### src/rtl/z_core_exec_ctrl.sv
// Execute sequencer for RV32I integer ops: decodes a latched instruction, drives
// an external ALU for one cycle (two for branches) and holds the result until taken.
module z_core_exec_ctrl #(
  parameter bit CHECK_FUNCT7 = 1'b1
) (
  input  logic        clk,
  input  logic        rst,
  input  logic        instr_valid,
  output logic        instr_ready,
  input  logic [31:0] instr,
  input  logic [31:0] pc,
  input  logic [31:0] rs1_data,
  input  logic [31:0] rs2_data,
  output logic [31:0] alu_in1,
  output logic [31:0] alu_in2,
  output logic [3:0]  alu_inst_type,
  input  logic [31:0] alu_out,
  input  logic        alu_branch,
  output logic        res_valid,
  input  logic        res_ready,
  output logic        rd_we,
  output logic [4:0]  rd_addr,
  output logic [31:0] rd_data,
  output logic [31:0] next_pc,
  output logic        unsup
);
  localparam logic [3:0] T_ADD = 4'd0, T_SUB = 4'd1, T_SLL = 4'd2, T_SLT = 4'd3,
                         T_SLTU = 4'd4, T_XOR = 4'd5, T_SRL = 4'd6, T_SRA = 4'd7,
                         T_OR = 4'd8, T_AND = 4'd9;
  localparam logic [6:0] OPC_OP = 7'h33, OPC_IMM = 7'h13, OPC_LUI = 7'h37,
                         OPC_AUIPC = 7'h17, OPC_JAL = 7'h6f, OPC_JALR = 7'h67,
                         OPC_BR = 7'h63;

  typedef enum logic [1:0] {IDLE, EXEC, BR_TGT, DONE} state_e;

  state_e      state_q;
  logic [31:0] instr_q, pc_q, rs1_q, rs2_q;
  logic        taken_q;
  logic        res_valid_q, rd_we_q, unsup_q;
  logic [4:0]  rd_addr_q;
  logic [31:0] rd_data_q, next_pc_q;

  logic [6:0]  opc, f7;
  logic [2:0]  f3;
  logic [4:0]  rd;
  logic [31:0] imm_i, imm_u, imm_j, imm_b, pc_inc;
  logic [3:0]  dec_type;
  logic [31:0] dec_in1, dec_in2;
  logic        dec_unsup, dec_wr, dec_br, dec_link, f7_ok;

  assign opc    = instr_q[6:0];
  assign rd     = instr_q[11:7];
  assign f3     = instr_q[14:12];
  assign f7     = instr_q[31:25];
  assign imm_i  = {{20{instr_q[31]}}, instr_q[31:20]};
  assign imm_u  = {instr_q[31:12], 12'b0};
  assign imm_j  = {{12{instr_q[31]}}, instr_q[19:12], instr_q[20], instr_q[30:21], 1'b0};
  assign imm_b  = {{20{instr_q[31]}}, instr_q[7], instr_q[30:25], instr_q[11:8], 1'b0};
  assign pc_inc = pc_q + 32'd4;
  assign f7_ok  = !CHECK_FUNCT7 || (f7 == 7'h00) || (f7 == 7'h20);

  function automatic logic [3:0] f3_type(input logic [2:0] fn, input logic alt);
    case (fn)
      3'd0:    f3_type = alt ? T_SUB : T_ADD;
      3'd1:    f3_type = T_SLL;
      3'd2:    f3_type = T_SLT;
      3'd3:    f3_type = T_SLTU;
      3'd4:    f3_type = T_XOR;
      3'd5:    f3_type = alt ? T_SRA : T_SRL;
      3'd6:    f3_type = T_OR;
      default: f3_type = T_AND;
    endcase
  endfunction

  always_comb begin
    dec_type  = T_ADD;
    dec_in1   = '0;
    dec_in2   = '0;
    dec_unsup = 1'b0;
    dec_wr    = 1'b0;
    dec_br    = 1'b0;
    dec_link  = 1'b0;
    case (opc)
      OPC_OP: begin
        dec_in1   = rs1_q;
        dec_in2   = rs2_q;
        dec_wr    = 1'b1;
        dec_type  = f3_type(f3, f7[5]);
        dec_unsup = !f7_ok || (f7[5] && f3 != 3'd0 && f3 != 3'd5);
      end
      OPC_IMM: begin
        dec_in1 = rs1_q;
        dec_wr  = 1'b1;
        // funct7 only exists for the shift forms; elsewhere those bits are immediate
        if (f3 == 3'd1 || f3 == 3'd5) begin
          dec_in2   = {27'b0, instr_q[24:20]};
          dec_type  = f3_type(f3, f7[5]);
          dec_unsup = !f7_ok || (f7[5] && f3 == 3'd1);
        end else begin
          dec_in2  = imm_i;
          dec_type = f3_type(f3, 1'b0);
        end
      end
      OPC_LUI:   begin dec_in2 = imm_u; dec_wr = 1'b1; end
      OPC_AUIPC: begin dec_in1 = pc_q; dec_in2 = imm_u; dec_wr = 1'b1; end
      OPC_JAL:   begin dec_in1 = pc_q; dec_in2 = imm_j; dec_wr = 1'b1; dec_link = 1'b1; end
      OPC_JALR:  begin dec_in1 = rs1_q; dec_in2 = imm_i; dec_wr = 1'b1; dec_link = 1'b1; end
      OPC_BR: begin
        dec_in1 = rs1_q;
        dec_in2 = rs2_q;
        dec_br  = 1'b1;
        case (f3)
          3'd0: dec_type = 4'd10;
          3'd1: dec_type = 4'd11;
          3'd4: dec_type = 4'd12;
          3'd5: dec_type = 4'd13;
          3'd6: dec_type = 4'd14;
          3'd7: dec_type = 4'd15;
          default: dec_unsup = 1'b1;
        endcase
      end
      default: dec_unsup = 1'b1;
    endcase
  end

  always_comb begin
    alu_inst_type = T_ADD;
    alu_in1       = '0;
    alu_in2       = '0;
    if (state_q == EXEC && !dec_unsup) begin
      alu_inst_type = dec_type;
      alu_in1       = dec_in1;
      alu_in2       = dec_in2;
    end else if (state_q == BR_TGT) begin
      alu_in1 = pc_q;
      alu_in2 = taken_q ? imm_b : 32'd4;
    end
  end

  always_ff @(posedge clk) begin
    if (rst) begin
      state_q     <= IDLE;
      instr_q     <= '0;
      pc_q        <= '0;
      rs1_q       <= '0;
      rs2_q       <= '0;
      taken_q     <= 1'b0;
      res_valid_q <= 1'b0;
      rd_we_q     <= 1'b0;
      rd_addr_q   <= '0;
      rd_data_q   <= '0;
      next_pc_q   <= '0;
      unsup_q     <= 1'b0;
    end else begin
      case (state_q)
        IDLE: if (instr_valid) begin
          instr_q <= instr;
          pc_q    <= pc;
          rs1_q   <= rs1_data;
          rs2_q   <= rs2_data;
          state_q <= EXEC;
        end
        EXEC: begin
          unsup_q   <= dec_unsup;
          rd_we_q   <= dec_wr && !dec_unsup && (rd != 5'd0);
          rd_addr_q <= (dec_wr && !dec_unsup) ? rd : 5'd0;
          if (dec_unsup) begin
            rd_data_q   <= '0;
            next_pc_q   <= pc_q;
            res_valid_q <= 1'b1;
            state_q     <= DONE;
          end else if (dec_br) begin
            taken_q   <= alu_branch;
            rd_data_q <= '0;
            state_q   <= BR_TGT;
          end else begin
            if (dec_link) begin
              rd_data_q <= pc_inc;
              next_pc_q <= alu_out & ~{31'b0, opc == OPC_JALR};
            end else begin
              rd_data_q <= alu_out;
              next_pc_q <= pc_inc;
            end
            res_valid_q <= 1'b1;
            state_q     <= DONE;
          end
        end
        BR_TGT: begin
          next_pc_q   <= alu_out;
          res_valid_q <= 1'b1;
          state_q     <= DONE;
        end
        default: if (res_ready) begin
          res_valid_q <= 1'b0;
          state_q     <= IDLE;
        end
      endcase
    end
  end

  assign instr_ready = (state_q == IDLE) && !rst;
  assign res_valid   = res_valid_q;
  assign rd_we       = rd_we_q;
  assign rd_addr     = rd_addr_q;
  assign rd_data     = rd_data_q;
  assign next_pc     = next_pc_q;
  assign unsup       = unsup_q;
endmodule

### config.mk
export PLATFORM = sky130hd
export DESIGN_NAME = z_core_exec_ctrl
export DESIGN_NICKNAME = d
export VERILOG_FILES = /design/src/rtl/z_core_exec_ctrl.sv
export SDC_FILE = /design/constraint.sdc
export NUM_CORES = 1
export LEC_CHECK = 0
export BUFFER_PORTS_ARGS = -buffer_cell sky130_fd_sc_hd__buf_4
export CORE_ASPECT_RATIO = 1.4
export CORE_MARGIN = 3
export CORE_UTILIZATION = 55
export DETAILED_ROUTE_END_ITERATION = 8
export GPL_TIMING_DRIVEN = 0
export PLACE_DENSITY = 0.85
export SETUP_SLACK_MARGIN = 0.2
export SLEW_MARGIN = 30
export SYNTH_ARGS = -nofsm -noshare
export SYNTH_HDL_FRONTEND = slang
export SYNTH_SLANG_ARGS = --single-unit
### constraint.sdc
create_clock -name clk -period 6.05 [get_ports clk]
set_input_delay 0.605 -clock clk [delete_from_list [all_inputs] [get_ports clk]]
set_output_delay 0.605 -clock clk [all_outputs]
set_load 0.02 [all_outputs]
# Word-level counts from Yosys, hierarchy flattened
# Cells that the tools add are included.
[op_classes] n_addsub=1 eq_ne=20 mux=39 bitwise=4 n_reduce_logical=35
[op_table] op="two-way mux 32 bit" n=12
[op_table] op="case mux 32 bit (5 select lines)" n=1
[op_table] op="case mux 32 bit (2 select lines)" n=2
[op_table] op="case mux 4 bit (7 select lines)" n=2
[op_table] op="adder 32 x 3 -> 32 bit, second input constant" n=1
[op_table] op="bitwise AND 32 bit" n=1
[op_table] op="inverter 1 -> 32 bit" n=1
[op_table] op="case mux 4 bit (6 select lines)" n=1
[op_table] op="== test 7 x 6 -> 1 bit, second input constant" n=3
[op_table] op="== test 7 bit, second input constant" n=3
[op_table] op="== test 7 x 5 -> 1 bit, second input constant" n=2
[op_table] op="== test 3 bit, second input constant" n=4
[op_table] op="two-way mux 1 bit" n=12
[op_table] op="case mux 4 bit (3 select lines)" n=1
[op_table] op="OR reduction 6 bit" n=2
[op_table] op="two-way mux 4 bit" n=2
[op_table] op="OR reduction 2 bit" n=4
[op_table] op="OR reduction 4 bit" n=2
[op_table] op="logical AND 1 bit" n=7
[op_table] op="logical NOT 7 bit" n=1
[op_table] op="== test 3 x 2 -> 1 bit, second input constant" n=2
[op_table] op="inequality test 3 bit, second input constant" n=2
[op_table] op="case mux 2 bit (3 select lines)" n=1
[op_table] op="AND reduction 2 bit" n=3
[op_table] op="other kinds (18)" n=27
[totals] register_bits=203 input_bits=165 elab_cells=111

# Depth between registers and ports, before layout
# Gate-level depths: netlist (run 1).
[logic_depth] depth_word=9 mapped_depth=9 ltp_nobuf=8

# Worst setup path before layout (run 1)
# OpenSTA, ideal clock, no wires.
[synth_path] kind="flip-flop to output port" startpoint="register instr_q[3]" endpoint="output port alu_in2[27]" t_arrival_ps=2268 required_time_ps=5445 slack_ps=3177 stages_incl_launch_ff=9 path_buffers=2 cell_sequence="dfxtp_1 > or2_1 > buf_6 > or3_1 > o31a_1 > nor2b_1 > buf_2 > a221oi_1 > o21ai_0"
[synth_via] elab_chain_cells=6 word_cells_on_any_way=15 cone_classes="eq/ne (7); mux (3); reduce/logical (5)"
[synth_lines] element="from (decl)" line="37" source="logic [31:0] instr_q, pc_q, rs1_q, rs2_q;"
[synth_lines] element="from (signal assigned)" line="157" source="instr_q <= instr;"
[synth_lines] element="== test 7 bit, or another cell as far along" line="83" source="case (opc)"
[synth_lines] element="OR reduction 4 bit (no source line)"
[synth_lines] element="case mux 1 bit (4 select lines)" line="83"
[synth_lines] element="logical NOT 1 bit" line="130" source="if (state_q == EXEC && !dec_unsup) begin"
[synth_lines] element="logical AND 1 bit" line="130"
[synth_lines] element="two-way mux 32 bit *" line="130"
[synth_lines] element="to (decl)" line="15" source="output logic [31:0] alu_in2,"
# Every way passes the cells marked *; elsewhere a longest branch is shown, timed or not.

# Final worst setup path (run 1)
[layout_path] startpoint="register instr_q[14]" endpoint="output port alu_in1[11]"
[layout_via] elab_chain_cells=8 word_cells_on_any_way=21 cone_classes="eq/ne (6); mux (4); reduce/logical (11)"
[layout_lines] element="branches (longest 4 deep; another with OR reduction 6 bit)"
[layout_lines] element="case mux 1 bit (4 select lines) *" line="83"
[layout_lines] element="logical NOT 1 bit *" line="130"
[layout_lines] element="logical AND 1 bit *" line="130"
[layout_lines] element="two-way mux 32 bit *" line="130"
[layout_lines] element="to (decl)" line="14" source="output logic [31:0] alu_in1,"
# Mark *: on every way between the ends.

==> results of run 1 <==
cells by family (layout without fill, tap and decap cells):
logic type | after synthesis | after routing | share of synthesized area
AND/OR/NAND/NOR | 530 | 530 | 0.230
flip-flops | 203 | 203 | 0.400
multiplexers | 26 | 26 | 0.0261
adder cells (fa/ha/maj) | 9 | 9 | 0.0111
XOR/XNOR | 27 | 27 | 0.0233
AO/OA/AOI/OAI | 401 | 401 | 0.253
buffers and inverters | 138 | 481 | 0.0560
worst reg2reg max path: stages (launching register included):
cell and delay [ps]:
dfxtp_1 590, inv_1 230, ha_1 290, nand2b_1 160
nor4_2 580, a21oi_1 350, nor2_1 450, buf_2 370
a22oi_1 140, a31oi_1 180
metrics by stage:
step                      utilization  hold WS, ps  setup WS [ps]  power (mW)
after floorplan                     -          436           3180        2.80
after detailed placement        0.705          448           2280        3.51
final                           0.745          339           1650        4.90
after global routing            0.745          340           1610        5.10
after CTS                       0.744          334           1740        4.83
after global placement          0.705          442           2290        3.47
sequential cells by signal (all words and copies together) (netlist names), 2 cells and up:
register  cells
instr_q      32
next_pc      32
pc_q         32
rd_addr       5
rd_data      32
rs1_q        32
rs2_q        32
state_q       2
final timing paths:
path / from / to / slack (ps) / depth (start not counted)
worst max-delay path: instr_q[14] / alu_in1[11] / 1650 / 8
worst min-delay path: rs1_data[27] / rs1_q[27] / 340 / 3
worst max register to register: instr_q[14] / next_pc[26] / 2660 / 9
worst min register to register: rs1_q[8] / rs1_q[8] / 460 / 2
final cells by class:
cell class	instances	area share
timing repair buffer	305	0.170
clock buffer	22	0.0401
clock inverter	16	0.0125
sequential	203	0.302
multi-input combinational	993	0.411
inverter	18	0.00502
tap	240	0.0223
buffer	120	0.0372
power by group through the flow:
stage / registers, mW / clock network (mW) / logic, mW
final: 1.82 / 1.35 / 1.73
after global routing: 1.83 / 1.40 / 1.87
after CTS: 1.80 / 1.34 / 1.69
after detailed placement: 1.83 / 0 / 1.68
after global placement: 1.82 / 0 / 1.64
after floorplan: 1.84 / 0 / 0.958
per-layer routing:
layer | GRT usage | vias to the layer above
met5 | 0 | -
met1 | 0.425 | 5507
met2 | 0.714 | 817
met3 | 0.0785 | 233
li1 | - | 5382
met4 | 0.309 | 0
cell usage after synthesis, types with 6 or more instances:
library cell | n | area [um2]
a211oi_1 | 10 | 75.1
a21oi_1 | 172 | 861
a221oi_1 | 29 | 254
a22o_1 | 38 | 333
a22oi_1 | 11 | 82.6
a311oi_1 | 10 | 87.6
a31oi_1 | 8 | 50.1
and2_1 | 8 | 50.1
and3_1 | 10 | 62.6
buf_1 | 7 | 26.3
buf_2 | 27 | 135
clkbuf_1 | 82 | 308
dfxtp_1 | 203 | 4060
ha_1 | 9 | 113
inv_1 | 17 | 63.8
mux2i_1 | 24 | 240
nand2_1 | 352 | 1320
nand2b_1 | 6 | 37.5
nand3_1 | 29 | 145
nand4_1 | 12 | 75.1
nor2_1 | 54 | 203
nor3_1 | 13 | 65.1
nor4_1 | 10 | 62.6
o211ai_1 | 16 | 120
o21ai_0 | 64 | 320
o32ai_1 | 7 | 61.3
xnor2_1 | 19 | 166
xor2_1 | 8 | 70.1
==> summary.txt, run 1 <==
Pwr
  • Pwr Density: 364 mW/mm2
  • NetSw: 1.94 mW
  • Seq pwr share: 0.371
  • Combinational Power Share: 0.354
  • Internal power: 2.96 mW
  • Sw frac: 0.396
  • Leakage: 5.38 nW
  • Clock Power Share: 0.276
  • Maximum vdd ir drop: 309 uV

Setup path
  • Crit path launch type: flip-flop
  • Crit-path max FO: 10
  • CP Capture Type: primary output
  • CP max-delay cell: mux2i_1
  • Worst Path Buf+Inv: 3
  • CP top delay family: buffers and inverters
  • Arrival @ worst endpoint: 3800 ps
  • Worst EP required: approximately 5400 ps
  • Critical Path, Cell by Cell: inv_1, ha_1, a211oi_4, nand4_2, mux2i_1, buf_2, a22o_1, buf_4
  • Critical path class: flip-flop to primary output
  • CP peak stage delay: roughly 700 ps

Yosys
  • Synth cell types: 69
  • Async SR Flop Fraction: 0
  • Post-synth EDFFs: 0
  • #FFs+latches synth: between 200 and 250
  • Syn Inst Count: about 1,300
  • Synthesized net count: 1,508
  • Cell area after synthesis: about 0.010 mm2
  • Avg Cell Area, Syn: 7.61 um2
  • Synth Flop Type: dfxtp_1
  • Sequential area share after synthesis: 0.400
  • Number of synthesis warnings: 0

Placed design
  • Post-DP Area: 0.0127 mm2
  • Hpwl dp: 32,700 um
  • IO Port Bufs: 305
  • GPL Wtd Cong: 1.04
  • Placed cell count: 1,879

Die
  • Ports: 306
  • Total core area: 0.0181 mm2
  • # rows: 58
  • Chip Height: approximately 170 um
  • Die width: around 120 um
  • Initial core utilization: 0.562
  • Die footprint: 0.0201 mm2

GRT
  • First-pass GRT wire length: 64,300 um
  • Number of global-route vias before repair: around 12,000
  • GR Overflow Total: 0
  • GRT Total Usage: 0.409
  • Initial antenna violation count: 0
  • Largest net degree at the start of global routing: 16

CTS
  • Clk_lat worst skew: about 500 ps
  • CTS Buf Count: 21
  • Clk root buf: clkbuf_16
  • Post-CTS resize count: 0
  • # Post-CTS Setup Buffers: 0
  • CTS tree: yes
  • H-tree lvl count: 1
  • Reg clk slew, reported paths: 70 ps
  • CTS max path bufs: 3
  • Clock Sinks: slightly above 200
  • Post-CTS Hold Fix Bufs: 0

Route
  • Router iterations before antenna repair: 7
  • Vias post-DR: approximately 12,000
  • WL/cell: ~22 um
  • Routed Antenna Nets: 0
  • DRT iter0 DRCs: 1,302
  • DR DRC count: 0
  • DR vias/cell: 6.23
  • Met3 wire length: approximately 3700 um
  • Top Layer Used: met4
  • DRT Wirelength: 43,000 um
  • Met1 Wirelength: 14,300 um
  • Met2 WL: between 20,000 and 25,000 um

Min path
  • Worst hold path type: input pin to flip-flop

STA
  • Tightest Pin Transition: 984 ps
  • Setup violators final: 0
  • Final setup skew: 13.5 ps
  • Final period util: 0.728
  • Final setup TNS: 0 ps
  • Final critical-path required period: 4400 ps
  • RSZ-0062 raised after global routing: no
  • Count of final hold-check violations: 0
  • Max_slew headroom: 0.341
  • Fmax: 227 MHz
  • Max-slew violations: 0

Final layout
  • Ant diodes: 0
  • Nets: 1,836
  • Post-route insts no fill: around 1,900
  • Syn-to-layout area delta: 32.6%
  • Design Area, Final: 0.0135 mm2
  • Share of layout cells above drive strength 1: 0.235
  • Area of the multi-input gates: 0.00553 mm2
  • Commonest cells after routing, fill and taps aside: nand2_1, buf_4, dfxtp_1, a21oi_1, clkbuf_1
  • Commonest non-fill, non-tap cell in the layout: nand2_1
  • Layout fillers: 1,407
  • Register area: ~0.0041 mm2

Run
  • Max_cap viols: 0

Outcome
  • Outcome: finished, final reports clean
(Power assumes the default switching activity.)
==> inputs of run 2 (changes only) <==
CORE_UTILIZATION = 52   (was 55)
PLACE_DENSITY = 0.81   (was 0.85)
clock period = 4.1 ns   (was 6.05 ns; I/O delays follow)
==> run 2 against run 1 <==
Net effect:
- combinational power rose by 46%
- utilization down 3.1 points
- sequential share of layout area hardly changed
- worst hold slack worse by 200 ps
- first-iteration DRC count is 9.3% lower
==> summary.txt, run 2 (synthesis gave the netlist of run 1 again) <==
Final layout
  • Design Area, Final: 0.0135 mm2 (+0.19%)
  • Final core utilization: 0.714 (-0.0313)
  • Ant diodes: 0 (unchanged)
  • Commonest cells after routing, fill and taps aside: nand2_1, buf_4, dfxtp_1, a21oi_1, clkbuf_1
  • Syn-to-layout area delta: 32.9%
  • Share of layout cells above drive strength 1: 0.237 (+0.00210)
  • Nets: 1,838 (+0.11%)
  • Commonest non-fill, non-tap cell in the layout: nand2_1

Die
  • # rows: 59 (+1.7%)
  • Total core area: 0.0189 mm2 (+4.6%)
  • Die width: 124 um (+2.7%)
  • Initial core utilization: 0.537 (-0.0246)
  • Ports: 306 (unchanged)
  • Die footprint: 0.0213 mm2 (+5.5%)
  • Chip Height: 171 um (+2.7%)

Setup path
  • Worst EP required: 3690 ps (-1750 ps)
  • CP peak stage delay: 520 ps (-180 ps)
  • Critical Path, Cell by Cell: or2_1, buf_6, nor3_4, o221ai_4, nand4_2, mux2i_2, buf_2, a22o_1, buf_4
  • CP Capture Type: primary output
  • Crit path launch type: flip-flop
  • CP max-delay cell: mux2i_2
  • Critical path class: flip-flop to primary output
  • Arrival @ worst endpoint: 3290 ps (-510 ps)
  • Reg2Reg Setup Slack: 970 ps (-1690 ps)
  • Crit-path max FO: 10 (unchanged)

STA
  • Final setup skew: 13.1 ps (-0.359 ps)
  • Max_slew headroom: 0.338 (-0.00356)
  • Max-slew violations: 0 (unchanged)
  • Tightest Pin Transition: 984 ps (+0.857 ps)
  • Worst hold margin: 141 ps (-197 ps)
  • Final setup TNS: 0 ps (unchanged)
  • Setup violators final: 0 (unchanged)
  • Final period util: 0.902
  • RSZ-0062 raised after global routing: yes
  • Final critical-path required period: around 3700 ps
  • Count of final hold-check violations: 0 (unchanged)
  • Fmax: ~270 MHz

Placed design
  • IO Port Bufs: 305 (unchanged)
  • Post-DP Area: 0.0128 mm2 (about the same)
  • GPL Wtd Cong: 1.02 (-2.4%)
  • Hpwl dp: 32,200 um (-1.3%)

CTS
  • CTS tree: yes
  • Clock Sinks: 203 (unchanged)
  • Clk_lat worst skew: 510 ps (about the same)
  • Clk root buf: clkbuf_16
  • H-tree lvl count: 1 (unchanged)
  • Reg clk slew, reported paths: 70 ps (about the same)
  • CTS Buf Count: 21 (unchanged)
  • CTS max path bufs: 3 (unchanged)

Route
  • Routed Antenna Nets: 0 (unchanged)
  • DRT Wirelength: 42,200 um (-1.9%)
  • Router iterations before antenna repair: 6 (-1)
  • DR vias/cell: 6.09 (-2.3%)
  • WL/cell: 22.0 um (-2.2%)
  • DR DRC count: 0 (unchanged)
  • Vias post-DR: 11,700 (-2.0%)
  • DRT iter0 DRCs: 1,181 (-9.3%)

Pwr
  • Total power: 7.17 mW (+46%)
  • Pwr Density: 531 mW/mm2 (+46%)
  • Seq pwr share: 0.373 (+0.002)
  • Maximum vdd ir drop: 444 uV (+43%)
  • Leakage: 5.39 nW (+0.24%)
  • Internal power: 4.33 mW (+46%)
  • Clock Power Share: 0.274 (-0.002)
  • NetSw: 2.83 mW (+46%)
  • Sw frac: 0.395 (about the same)
  • Combinational Power Share: 0.354 (about the same)

Run
  • Max_cap viols: 0 (unchanged)

Outcome
  • Outcome: finished, final reports clean

GRT
  • GR Overflow Total: 0 (unchanged)
  • Number of global-route vias before repair: 11,500 (-2.1%)
  • First-pass GRT wire length: 62,800 um (-2.4%)
  • GRT Total Usage: 0.384 (-0.0247)
  • Initial antenna violation count: 0 (unchanged)
  • Largest net degree at the start of global routing: 16 (unchanged)

Min path
  • Worst hold path type: input pin to flip-flop
==> run 2: worst max-delay path: cells and delay by family (launching register included) <==
kind / cells / cell delay [ps]
AND/OR/NAND/NOR: 3 / 820
buffers and inverters: 3 / 600
multiplexers: 1 / 520
AO/OA/AOI/OAI: 2 / 440
flip-flops: 1 / 380
==> run 2: worst paths after layout <==
path	startpoint	end	depth (start not counted)
worst max-delay path	instr_q[3]	alu_in1[11]	9
worst min-delay path	pc[2]	pc_q[2]	3
worst max register to register	pc_q[2]	next_pc[24]	7
worst min register to register	rs1_q[11]	rs1_q[11]	2
==> run 2: metrics by stage <==
stage	worst slack (ps)	cells
2_1_floorplan	1420	1334
3_3_place_gp	574	1883
3_5_place_dp	537	1883
4_1_cts	260	1923
5_1_grt	187	1923
6_report	402	1923
==> run 2: timing repair <==
| action | CTS | global route |
|---|---|---|
| endpoints found under the hold margin | 0 | 0 |
| setup buffers | 2 | 0 |
| hold buffers | 0 | 0 |
| pin swaps | 1 | 0 |
| cloned | 0 | 0 |
| resized for setup | 2 | 5 |
| setup endpoints to repair | 32 | 42 |
==> run 2: cell type report <==
cell class | instances | area [um2]
buffer | 120 | 502
clock buffer | 25 | 561
clock inverter | 13 | 134
fill | 1636 | 5410
inverter | 18 | 67.6
multi-input combinational | 993 | 5550
sequential | 203 | 4070
tap | 244 | 305
timing repair buffer | 307 | 2300
==> run 2: layer usage <==
metal | global-route usage | vias to the layer above | part of all wire
met5 | 0 | - | 0
met4 | 0.259 | 0 | 0.081
li1 | - | 5372 | -
met2 | 0.670 | 711 | 0.49
met1 | 0.420 | 5414 | 0.34
met3 | 0.0674 | 205 | 0.083
==> run 2: power by group through the flow <==
| stage | clock (mW) | combinational, mW | sequential [mW] |
|---|---|---|---|
| floorplan | 0 | 1.41 | 2.72 |
| global placement | 0 | 2.42 | 2.69 |
| detailed placement | 0 | 2.46 | 2.69 |
| CTS | 1.97 | 2.48 | 2.65 |
| global route | 2.04 | 2.75 | 2.69 |
| finish | 1.96 | 2.53 | 2.67 |
==> inputs of run 3 (changes only) <==
--- a/config.mk
+++ b/config.mk
@@ -11,2 +11,3 @@
 export CORE_UTILIZATION = 52
+export CTS_CLUSTER_DIAMETER = 40
 export DETAILED_ROUTE_END_ITERATION = 8
==> constraint.sdc (replaced) <==
create_clock -name clk -period 4.1 [get_ports clk]
set_input_delay 1.23 -clock clk [delete_from_list [all_inputs] [get_ports clk]]
set_output_delay 1.23 -clock clk [all_outputs]
set_load 0.1 [all_outputs]
==> run 3 against run 2 <==
Net effect:
- first-iteration DRC count grew 39%
- clock skew grew 8.8 ps
- sequential cell count is the same
- sequential power grew 3%
- critical endpoint is now alu_in2[15]
- the run now ends with setup timing left
- setup slack lost 430 ps
- cell area grew 16%
- non-clock buffer count grew 36
- utilization grew 11 points
- combinational power grew 52%
- sequential share of layout area shrank 4.0 points
- die area is the same
- critical path depth shrank 1
==> summary.txt, run 3 (synthesis gave the netlist of run 1 again) <==
Outcome
  • Outcome: complete, but fails checks
  • Violated checks: setup timing

Setup path
  • R2R Path Start: instr_q[5]
  • CP max-delay cell: or3_4
  • CP Capture Type: primary output
  • Arrival @ worst endpoint: 2900 ps (-390 ps)
  • Worst EP required: 2870 ps (-820 ps)
  • Critical Path, Cell by Cell: nand2b_2, or3_4, o32ai_4, and2_4, buf_8, a221oi_2, o21ai_2, buf_12
  • Critical path class: flip-flop to primary output
  • Worst Path Buf+Inv: 2 (-1)
  • Crit path launch type: flip-flop
  • CP startpoint: instr_q[6]
  • CP peak stage delay: 450 ps (-70 ps)
  • Crit-path max FO: 5 (-5)
  • CP top delay family: simple AND/OR/NAND/NOR gates

Final layout
  • Post-route insts no fill: 1,965 (+2.2%)
  • Commonest cells after routing, fill and taps aside: nand2_1, buf_4, dfxtp_1, a21oi_1, clkbuf_1
  • Ant diodes: 0 (unchanged)
  • Syn-to-layout area delta: 53.8%
  • Commonest non-fill, non-tap cell in the layout: nand2_1
  • Nets: 1,877 (+2.1%)
  • Share of layout cells above drive strength 1: 0.311 (+0.0744)

GRT
  • Number of global-route vias before repair: 12,200 (+5.3%)
  • GRT Total Usage: 0.412 (+0.0284)
  • Largest net degree at the start of global routing: 14 (-2)
  • First-pass GRT wire length: 67,200 um (+7.0%)
  • GR Overflow Total: 0 (unchanged)
  • Initial antenna violation count: 1 (+1)

STA
  • Final period util: 1.01 (+0.106)
  • Final worst slack: -32.0 ps (-434 ps)
  • Final critical-path required period: 4130 ps (+434 ps)
  • Final setup skew: 21.9 ps (+8.75 ps)
  • RSZ-0062 raised after global routing: yes
  • Worst hold margin: 464 ps (+322 ps)
  • Tightest Pin Transition: 1180 ps (+199 ps)
  • Count of final hold-check violations: 0 (unchanged)
  • Max_slew headroom: 0.211 (-0.126)
  • Fmax: 242 MHz (-11%)
  • Setup violators final: 28 (+28)
  • Max-slew violations: 0 (unchanged)

CTS
  • CTS max path bufs: 3 (unchanged)
  • H-tree lvl count: 1 (unchanged)
  • Clk_lat worst skew: 530 ps (+20 ps)
  • CTS Buf Count: 24 (+14%)
  • Clock Sinks: 203 (unchanged)
  • CTS tree: yes
  • Reg clk slew, reported paths: 60 ps (about the same)
  • Clk root buf: clkbuf_16

Die
  • Ports: 306 (unchanged)
  • Total core area: 0.0189 mm2 (unchanged)
  • Die footprint: 0.0213 mm2 (unchanged)
  • Chip Height: 171 um (unchanged)
  • Initial core utilization: 0.537 (unchanged)
  • # rows: 59 (unchanged)
  • Die width: 124 um (unchanged)

Placed design
  • IO Port Bufs: 305 (unchanged)
  • Hpwl dp: 32,000 um (-0.71%)
  • GPL Wtd Cong: 1.02 (+0.59%)
  • Placed cell count: 1,883 (unchanged)

Min path
  • Worst hold path startpoint: rd_data[30]
  • Worst hold path type: flip-flop to flip-flop

Route
  • Vias post-DR: 13,000 (+11%)
  • DR vias/cell: 6.60 (+8.4%)
  • Routed Antenna Nets: 0 (unchanged)
  • WL/cell: 25.7 um (+17%)
  • DRT Wirelength: 50,400 um (+19%)
  • Router iterations before antenna repair: 8 (+2)
  • DRT iter0 DRCs: 1,642 (+39%)
  • DR DRC count: 0 (unchanged)

Pwr
  • Leakage: 6.15 nW (+14%)
  • Maximum vdd ir drop: 474 uV (+6.8%)
  • Total power: 8.75 mW (+22%)
  • Pwr Density: 560 mW/mm2 (+5.4%)

Run
  • Max_cap viols: 0 (unchanged)
==> run 3: changes by cell type in the layout (fill, tap and decap cells not counted), moves of 8 or more <==
cell      previous run  this run
a22o_4               0        26
buf_4              309       269
buf_6                1        16
a22o_1              38        11
a221oi_2             0         8
buf_2               27        15
o21ai_0             64        39
o21ai_2              0        17
a221oi_1            29        18
buf_12               0        69
==> run 3: area by class of cell <==
class                   instances  area, um2
clock inverters                10        104
well taps                     244        305
repair buffers                344       3470
flip-flops and latches        203       4080
fillers                      1103       3290
multi-input cells             993       6210
clock buffers                  34        679
plain buffers                 119        696
inverters                      18       68.8
==> run 3: final timing paths <==
kind                 endpoint  slack, ps  cells after the start
hold / removal    rd_data[30]        460                      2
hold reg to reg   rd_data[30]        460                      2
setup / recovery  alu_in2[15]        -30                      8
setup reg to reg  next_pc[26]        780                      9
==> run 3: what timing repair did <==
item / 4_1_cts / 5_1_grt
setup buffers: 24 / 11
endpoints found under the setup margin: 69 / 68
pin swaps: 20 / 19
resized for setup: 271 / 107
cloned: 1 / 3
hold buffers: 0 / 0
==> run 3: worst min-delay path, cell delays in order (launching register included) <==
cell,delay (ps)
dfxtp_1,330
nand2_1,50
o21ai_0,60
==> run 3: report_power, final <==
part	total (mW)	leakage [nW]	switching, mW	internal, mW
combinational	3.85	4.11	2.77	1.08
sequential	2.75	1.66	0.406	2.34
clock	2.15	0.378	0.914	1.24
==> run 3: per-stage QoR <==
stage               area (um2)   util  TNS, ps  setup WS, ps
global route             15600  0.826     -655         -45.7
finish                   15600  0.826     -263         -32.0
detailed placement       12800  0.679   -15310          -435
global placement         12800  0.679   -15300          -421
floorplan                10200      -    -2620          -327
CTS                      14900  0.789        0          91.7
==> run 3: layer usage <==
| layer | share of wire | routed length [um] | global-route usage |
|---|---|---|---|
| met3 | 0.11 | 5500 | 0.0763 |
| met2 | 0.47 | 23700 | 0.709 |
| met1 | 0.32 | 16000 | 0.440 |
| met5 | 0.00026 | 13 | 0 |
| met4 | 0.11 | 5300 | 0.319 |
